`config.mk`:
```
export PLATFORM = sky130hd
export DESIGN_NAME = regfile_2bank
export DESIGN_NICKNAME = d
export VERILOG_FILES = /design/src/rtl/cpu_pkg.sv /design/src/rtl/regfile_2bank_bank.sv /design/src/rtl/regfile_2bank.sv
export SDC_FILE = /design/constraint.sdc
export NUM_CORES = 2
export LEC_CHECK = 0
export CAP_MARGIN = 20
export CORE_UTILIZATION = 55
export DETAILED_ROUTE_END_ITERATION = 8
export PLACE_DENSITY = 0.71
export SLEW_MARGIN = 20
export SYNTH_ARGS = -nofsm -noshare
export SYNTH_HDL_FRONTEND = slang
export SYNTH_SLANG_ARGS = --single-unit
```
`constraint.sdc`:
```
create_clock -name clk -period 14.48 [get_ports clk]
set_clock_uncertainty 0.2 [all_clocks]
set_input_delay 2.896 -clock clk [delete_from_list [all_inputs] [get_ports clk]]
set_output_delay 2.896 -clock clk [all_outputs]
set_load 0.05 [all_outputs]
```
`src/rtl/cpu_pkg.sv`:
```
// ---------------------------------------------------------------------------
// cpu_pkg
// Shared constants for the register-file slice: data/register/counter widths,
// bank encodings and the hard-wired zero register number.
// No ports (package).
// ---------------------------------------------------------------------------
package cpu_pkg;

  localparam int DATA_W = 32;
  localparam int NO_W   = 5;
  localparam int CNT_W  = 2;

  // Bank select encoding used by fmode / wr_fmode / rsv_fmode.
  localparam logic BANK_INT = 1'b0;
  localparam logic BANK_FLT = 1'b1;

  // Integer register that always reads as zero.
  localparam logic [4:0] ZERO_REG = 5'd0;

endpackage : cpu_pkg

```
`src/rtl/regfile_2bank_bank.sv`:
```
// ---------------------------------------------------------------------------
// regfile_bank
// One bank of the register file: 2^NO_W x DATA_W storage, per-register
// pending-write counters, two combinational write-first read ports with busy
// flags, and a sticky reserve-overflow flag.
//
// Ports:
//   clk, rstn            clock, synchronous active-low reset
//   wr_en/wr_no/wr_data  write-back already steered to this bank
//   rsv_en/rsv_no        reserve already steered to this bank
//   rd1_no/rd2_no        read register numbers
//   rd1_data/rd2_data    read data (write-first bypass)
//   rd1_busy/rd2_busy    register has pending write(s)
//   rsv_ovf              sticky: a reserve was dropped at saturated count
//
// HARD_ZERO = 1 makes register 0 read zero and ignore writes and reserves.
// ---------------------------------------------------------------------------
module regfile_bank
  import cpu_pkg::ZERO_REG;
#(
  parameter int DATA_W    = 32,
  parameter int NO_W      = 5,
  parameter int CNT_W     = 2,
  parameter bit HARD_ZERO = 1'b0
) (
  input  logic              clk,
  input  logic              rstn,
  input  logic              wr_en,
  input  logic [NO_W-1:0]   wr_no,
  input  logic [DATA_W-1:0] wr_data,
  input  logic              rsv_en,
  input  logic [NO_W-1:0]   rsv_no,
  input  logic [NO_W-1:0]   rd1_no,
  output logic [DATA_W-1:0] rd1_data,
  output logic              rd1_busy,
  input  logic [NO_W-1:0]   rd2_no,
  output logic [DATA_W-1:0] rd2_data,
  output logic              rd2_busy,
  output logic              rsv_ovf
);

  localparam int               NREG    = 1 << NO_W;
  localparam logic [CNT_W-1:0] CNT_MAX = '1;
  localparam logic [CNT_W-1:0] CNT_ONE = CNT_W'(1);

  logic [DATA_W-1:0] mem_r      [NREG];
  logic [CNT_W-1:0]  pend_r     [NREG];
  logic [CNT_W-1:0]  pend_nxt_s [NREG];
  logic              ovf_r;
  logic              ovf_set_s;
  logic              wr_eff_s;
  logic              rsv_eff_s;

  logic [NO_W-1:0]   rd_no_s   [2];
  logic [DATA_W-1:0] rd_data_s [2];
  logic              rd_busy_s [2];

  // True when the register number names the hard-wired zero register.
  function automatic logic is_zero_reg(input logic [NO_W-1:0] no);
    return HARD_ZERO && (no == NO_W'(ZERO_REG));
  endfunction

  // Writes and reserves aimed at the hard zero register have no effect at all.
  always_comb begin
    wr_eff_s  = wr_en  && !is_zero_reg(wr_no);
    rsv_eff_s = rsv_en && !is_zero_reg(rsv_no);
  end

  // Pending-count next state: reserve increments, write decrements, both
  // cancel. A lone reserve at saturation is dropped and flags overflow; a lone
  // write at zero is an untracked write and leaves the count at zero.
  always_comb begin
    ovf_set_s = 1'b0;
    for (int i = 0; i < NREG; i++) begin
      pend_nxt_s[i] = pend_r[i];
      case ({rsv_eff_s && (rsv_no == NO_W'(i)), wr_eff_s && (wr_no == NO_W'(i))})
        2'b10: begin
          if (pend_r[i] == CNT_MAX) begin
            ovf_set_s = 1'b1;
          end else begin
            pend_nxt_s[i] = pend_r[i] + CNT_ONE;
          end
        end
        2'b01: begin
          if (pend_r[i] != '0) begin
            pend_nxt_s[i] = pend_r[i] - CNT_ONE;
          end else begin
            pend_nxt_s[i] = pend_r[i];
          end
        end
        default: pend_nxt_s[i] = pend_r[i];
      endcase
    end
  end

  // Storage, pending counters and sticky overflow; reset clears everything.
  always_ff @(posedge clk) begin
    if (!rstn) begin
      for (int i = 0; i < NREG; i++) begin
        mem_r[i]  <= '0;
        pend_r[i] <= '0;
      end
      ovf_r <= 1'b0;
    end else begin
      if (wr_eff_s) begin
        mem_r[wr_no] <= wr_data;
      end
      for (int i = 0; i < NREG; i++) begin
        pend_r[i] <= pend_nxt_s[i];
      end
      if (ovf_set_s) begin
        ovf_r <= 1'b1;
      end
    end
  end

  // Gather the two read ports so they share one piece of logic.
  always_comb begin
    rd_no_s[0] = rd1_no;
    rd_no_s[1] = rd2_no;
  end

  // Read data: zero register, else same-cycle write bypass, else the array.
  // Busy: pending count non-zero, except that the write retiring the last
  // outstanding reservation releases the consumer in the same cycle (unless a
  // new reservation to the same register lands in that cycle).
  always_comb begin
    for (int p = 0; p < 2; p++) begin
      if (is_zero_reg(rd_no_s[p])) begin
        rd_data_s[p] = '0;
      end else if (wr_eff_s && (wr_no == rd_no_s[p])) begin
        rd_data_s[p] = wr_data;
      end else begin
        rd_data_s[p] = mem_r[rd_no_s[p]];
      end
      rd_busy_s[p] = (pend_r[rd_no_s[p]] != '0) &&
                     !(wr_eff_s && (wr_no == rd_no_s[p]) &&
                       (pend_r[rd_no_s[p]] == CNT_ONE) &&
                       !(rsv_eff_s && (rsv_no == rd_no_s[p])));
    end
  end

  // Drive the named output ports from the per-port results.
  always_comb begin
    rd1_data = rd_data_s[0];
    rd1_busy = rd_busy_s[0];
    rd2_data = rd_data_s[1];
    rd2_busy = rd_busy_s[1];
    rsv_ovf  = ovf_r;
  end

endmodule : regfile_bank

```
`src/rtl/regfile_2bank.sv`:
```
// ---------------------------------------------------------------------------
// regfile_2bank
// Integer/float register file with a pending-write scoreboard. Two
// combinational read ports (bank flag + register number), one write-back per
// cycle, and per-register reservation tracking for read-after-write stalls.
//
// Ports:
//   clk, rstn                       clock, synchronous active-low reset
//   fmode1, reg1 -> reg_out1, busy1 read port 1
//   fmode2, reg2 -> reg_out2, busy2 read port 2
//   wr_en, wr_fmode, wr_no, wr_data write-back
//   rsv_en, rsv_fmode, rsv_no       reserve (issued instruction will write)
//   rsv_ovf                         sticky reserve-dropped flag
// ---------------------------------------------------------------------------
module regfile_2bank
  import cpu_pkg::BANK_INT;
  import cpu_pkg::BANK_FLT;
#(
  parameter int DATA_W = cpu_pkg::DATA_W,
  parameter int NO_W   = cpu_pkg::NO_W,
  parameter int CNT_W  = cpu_pkg::CNT_W
) (
  input  logic              clk,
  input  logic              rstn,
  input  logic              fmode1,
  input  logic [NO_W-1:0]   reg1,
  output logic [DATA_W-1:0] reg_out1,
  output logic              busy1,
  input  logic              fmode2,
  input  logic [NO_W-1:0]   reg2,
  output logic [DATA_W-1:0] reg_out2,
  output logic              busy2,
  input  logic              wr_en,
  input  logic              wr_fmode,
  input  logic [NO_W-1:0]   wr_no,
  input  logic [DATA_W-1:0] wr_data,
  input  logic              rsv_en,
  input  logic              rsv_fmode,
  input  logic [NO_W-1:0]   rsv_no,
  output logic              rsv_ovf
);

  logic              wr_int_s, wr_flt_s, rsv_int_s, rsv_flt_s;
  logic [DATA_W-1:0] int_d1_s, int_d2_s, flt_d1_s, flt_d2_s;
  logic              int_b1_s, int_b2_s, flt_b1_s, flt_b2_s;
  logic              int_ovf_s, flt_ovf_s;

  // Steer write and reserve strobes to the addressed bank.
  always_comb begin
    wr_int_s  = wr_en  && (wr_fmode  == BANK_INT);
    wr_flt_s  = wr_en  && (wr_fmode  == BANK_FLT);
    rsv_int_s = rsv_en && (rsv_fmode == BANK_INT);
    rsv_flt_s = rsv_en && (rsv_fmode == BANK_FLT);
  end

  regfile_bank #(
    .DATA_W   (DATA_W),
    .NO_W     (NO_W),
    .CNT_W    (CNT_W),
    .HARD_ZERO(1'b1)
  ) u_int_bank (
    .clk     (clk),
    .rstn    (rstn),
    .wr_en   (wr_int_s),
    .wr_no   (wr_no),
    .wr_data (wr_data),
    .rsv_en  (rsv_int_s),
    .rsv_no  (rsv_no),
    .rd1_no  (reg1),
    .rd1_data(int_d1_s),
    .rd1_busy(int_b1_s),
    .rd2_no  (reg2),
    .rd2_data(int_d2_s),
    .rd2_busy(int_b2_s),
    .rsv_ovf (int_ovf_s)
  );

  regfile_bank #(
    .DATA_W   (DATA_W),
    .NO_W     (NO_W),
    .CNT_W    (CNT_W),
    .HARD_ZERO(1'b0)
  ) u_flt_bank (
    .clk     (clk),
    .rstn    (rstn),
    .wr_en   (wr_flt_s),
    .wr_no   (wr_no),
    .wr_data (wr_data),
    .rsv_en  (rsv_flt_s),
    .rsv_no  (rsv_no),
    .rd1_no  (reg1),
    .rd1_data(flt_d1_s),
    .rd1_busy(flt_b1_s),
    .rd2_no  (reg2),
    .rd2_data(flt_d2_s),
    .rd2_busy(flt_b2_s),
    .rsv_ovf (flt_ovf_s)
  );

  // Select each read port's bank and merge the overflow flags.
  always_comb begin
    if (fmode1 == BANK_FLT) begin
      reg_out1 = flt_d1_s;
      busy1    = flt_b1_s;
    end else begin
      reg_out1 = int_d1_s;
      busy1    = int_b1_s;
    end
    if (fmode2 == BANK_FLT) begin
      reg_out2 = flt_d2_s;
      busy2    = flt_b2_s;
    end else begin
      reg_out2 = int_d2_s;
      busy2    = int_b2_s;
    end
    rsv_ovf = int_ovf_s | flt_ovf_s;
  end

endmodule : regfile_2bank

```
==> run metrics <==
Worst EP required=11.38 ns; crit path launch type=primary input; Synth Flop Type=edfxtp_1; ys async rst share=0%; Post-DP Area=125200 sq um; clk slew on worst S/H paths=approximately 0.06 ns; largest stage delay on the critical path=0.84 ns; nets@finish=8494; postcts setup bufs=0; Slew headroom=under 10%; clk root buf=clkbuf_16; min-delay src=u_int_bank.pend_r[0][1]$_SDFFE_PN0P_; fin crit share=~77%; top cell type's share of synthesized area=50.58%; via count=around 84000; Final Max Tran Viols=0; total CTS buffers=approximately 230; DR pass1 iterations=7; crit path from=wr_no[3]; register area=64100 sq um; post-synthesis sequential area ratio=52.72%; status=finished, final reports clean; post-route antenna net violation count=0; remaining routing DRC violations=0; H-tree levels=4; EDFF count, synth=2048; Unique masters post-synth=61; Pleak=47.44 nW; Synth area leaders=edfxtp_1, mux4_2, and2_1; flops & latches, synth=approximately 2200; drt total wl=428500 microns; delay-heaviest family, CP=buffers and inverters; num rows=172; routability cong.=0.9695; CTS tree=built; setup violators final=0; most frequent CP cell=clkdlybuf4s50_1; initial antenna violation count=30; Starting Density=around 55%; Critical-path top delay cell=clkdlybuf4s50_1; r2r setup slk=12.34 ns; peak supply drop=~0.11 mV; Final TNS setup=0 ns; 1st-iter DRT viols=14152; Avg Cell Area, Syn=between 10 and 15 sq um; Via density=7.304; RSZ-0062 raised after global routing=no; Skew-Pair Late Insertion Delay=0.91 ns; Max FO, Critical Path=21; Fmax=89.19 MHz; first-pass GRT wire length=601900 microns; synth warn=0; final core utilization=roughly three fifths; Placeable Area=219700 sq um; MaxCap Viol Count=0; hpwl dp=around 240000 microns; final hold vios=0; Setup CP Type=in2out; minimum clock period=11.21 ns; crit-path cells=clkdlybuf4s50_1 -> nor3_2 -> a21oi_2 -> buf_4 -> nand3_1 -> and3_2 -> buf_12 -> a21boi_0 -> a2111o_1 -> clkdlybuf4s50_1; crit path to=reg_out2[1]; Worst Path Buf+Inv=4; Worst R2R End=u_int_bank.rsv_ovf$_SDFFE_PN0P_; critical path data arrival time=8.12 ns; hold_buf cts=0; post-synth top area cell=edfxtp_1; Fillers=roughly 16000; total gr overflow=0; Die ar.=223000 sq um; worst slew pin tran=1.372 ns; Multi-input gate area=53400 sq um; port bufs=126; share of layout cells above drive strength 1=22.77%; wire length per cell=37.35 microns; post-route cell area=132600 sq um; PwrDens=115.7 nW/um^2; CTS sink cnt=2178; post_cts resized=0; global-route usage over all layers=roughly two fifths; vias in the first global route=81933; die height=472.2 microns; Post-Synthesis Cells=8627; RR Startpoint=u_int_bank.pend_r[21][0]$_SDFFE_PN0P_; FF-to-FF path depth=5; synthesized cell area=121600 sq um; Ports=between 100 and 150; synth-to-layout area growth=9.066%; CTS max path bufs=3; die width=472.2 microns; nature of the critical path endpoint=output pin; worst hold path class=reg2reg; cell count along the critical path=10; largest net degree at the start of global routing=201
-- how the worst min path moves through the flow --
stage                                            to  slack, ns  cells past startpoint
3_5_place_dp   u_int_bank.pend_r[0][1]$_SDFFE_PN0P_       0.23                      2
3_3_place_gp   u_int_bank.pend_r[0][1]$_SDFFE_PN0P_       0.23                      2
6_report       u_int_bank.pend_r[0][1]$_SDFFE_PN0P_       0.25                      2
5_1_grt        u_int_bank.pend_r[0][1]$_SDFFE_PN0P_       0.27                      2
4_1_cts        u_int_bank.pend_r[0][1]$_SDFFE_PN0P_       0.24                      2
2_1_floorplan  u_int_bank.pend_r[0][1]$_SDFFE_PN0P_       0.21                      2
-- kinds of logic (layout without fill, tap and decap cells) --
family,Yosys count,in the layout,share of synthesized area [%]
AOI/OAI and AO/OA,824,824,4.635
xor gates and xnor gates,20,20,0.1441
adders and majority gates,122,122,1.255
buffers and inverters,1163,1006,3.944
DFF,2178,2178,52.72
muxes,1321,1321,23.20
other,1,48,0.003084
and+or+nand+nor,2998,2998,14.10
-- metrics by stage --
step	power [W]	std cells	setup slack [ns]	hold slack, ns
final	0.01534	11475	3.267	0.2468
after global routing	0.01561	11462	3.233	0.2682
after CTS	0.01526	11456	3.280	0.2450
after detailed placement	0.009476	11039	3.299	0.2338
after global placement	0.009428	11039	3.337	0.2279
after floorplan	0.008696	8658	6.019	0.2139
-- final cells by class --
cell class	instances	share of cell area, %
flip-flops and latches	2178	48.34
multi-input cells	5317	40.27
clock buffers	288	4.514
well taps	2958	2.791
repair buffers	366	2.396
clock inverters	129	1.028
inverters	223	0.6331
diodes	16	0.03019
-- placed cells by master (no fill, tap or decap), types with 40 or more instances in the layout --
cell type and count:
clkbuf_1 55, clkinv_1 56, o221ai_1 62, nor3_1 40
mux2i_1 115, inv_1 222, o21ai_0 111, mux4_2 1197
a211oi_1 83, a21oi_1 216, ha_1 122, buf_4 224
nand2_2 59, a22oi_1 175, clkbuf_16 229, clkdlybuf4s50_1 85
dfxtp_1 130, and2_1 1353, edfxtp_1 2048, nor2b_1 110
and3_1 678, nand3_1 183, nand2_1 246, nor2_1 185
-- metal layers --
metal | share of wire (%) | GRT usage (%)
met4 | 6.5 | 21.80
met2 | 45 | 57.94
met5 | 0.021 | 0
met3 | 15 | 12.68
met1 | 33 | 48.52
-- cells in the mapped netlist, types with 115 or more instances --
cell,n
a22oi_1,175
ha_1,122
clkbuf_1,702
a21oi_1,217
buf_2,149
nand2_1,310
mux4_2,1197
edfxtp_1,2048
and2_1,1357
dfxtp_1,130
mux2i_1,115
inv_1,222
nor2_1,234
nand3_1,183
and3_1,680
-- sequential cells by signal (all words and copies together), names as in the netlist --
register and cells:
u_flt_bank.rsv_ovf 1, u_flt_bank.pend_r 64, u_int_bank.mem_r 1024, u_flt_bank.mem_r 1024, u_int_bank.rsv_ovf 1, u_int_bank.pend_r 64
-- where the power goes --
group          switching (W)  internal (W)  leakage (nW)  total, W
clock                0.00257       0.00334          3.56   0.00591
sequential          0.000167       0.00720          20.5   0.00737
combinational        0.00128      0.000779          23.3   0.00206
-- worst register-to-register path, stage by stage, from the launching register on --
cell,delay [ns]
dfxtp_1,0.37
nand3_1,0.32
nand4_1,0.17
or4_1,0.54
nor4_1,0.25
a31oi_1,0.13
No activity file was read; power rests on OpenSTA's default activity.
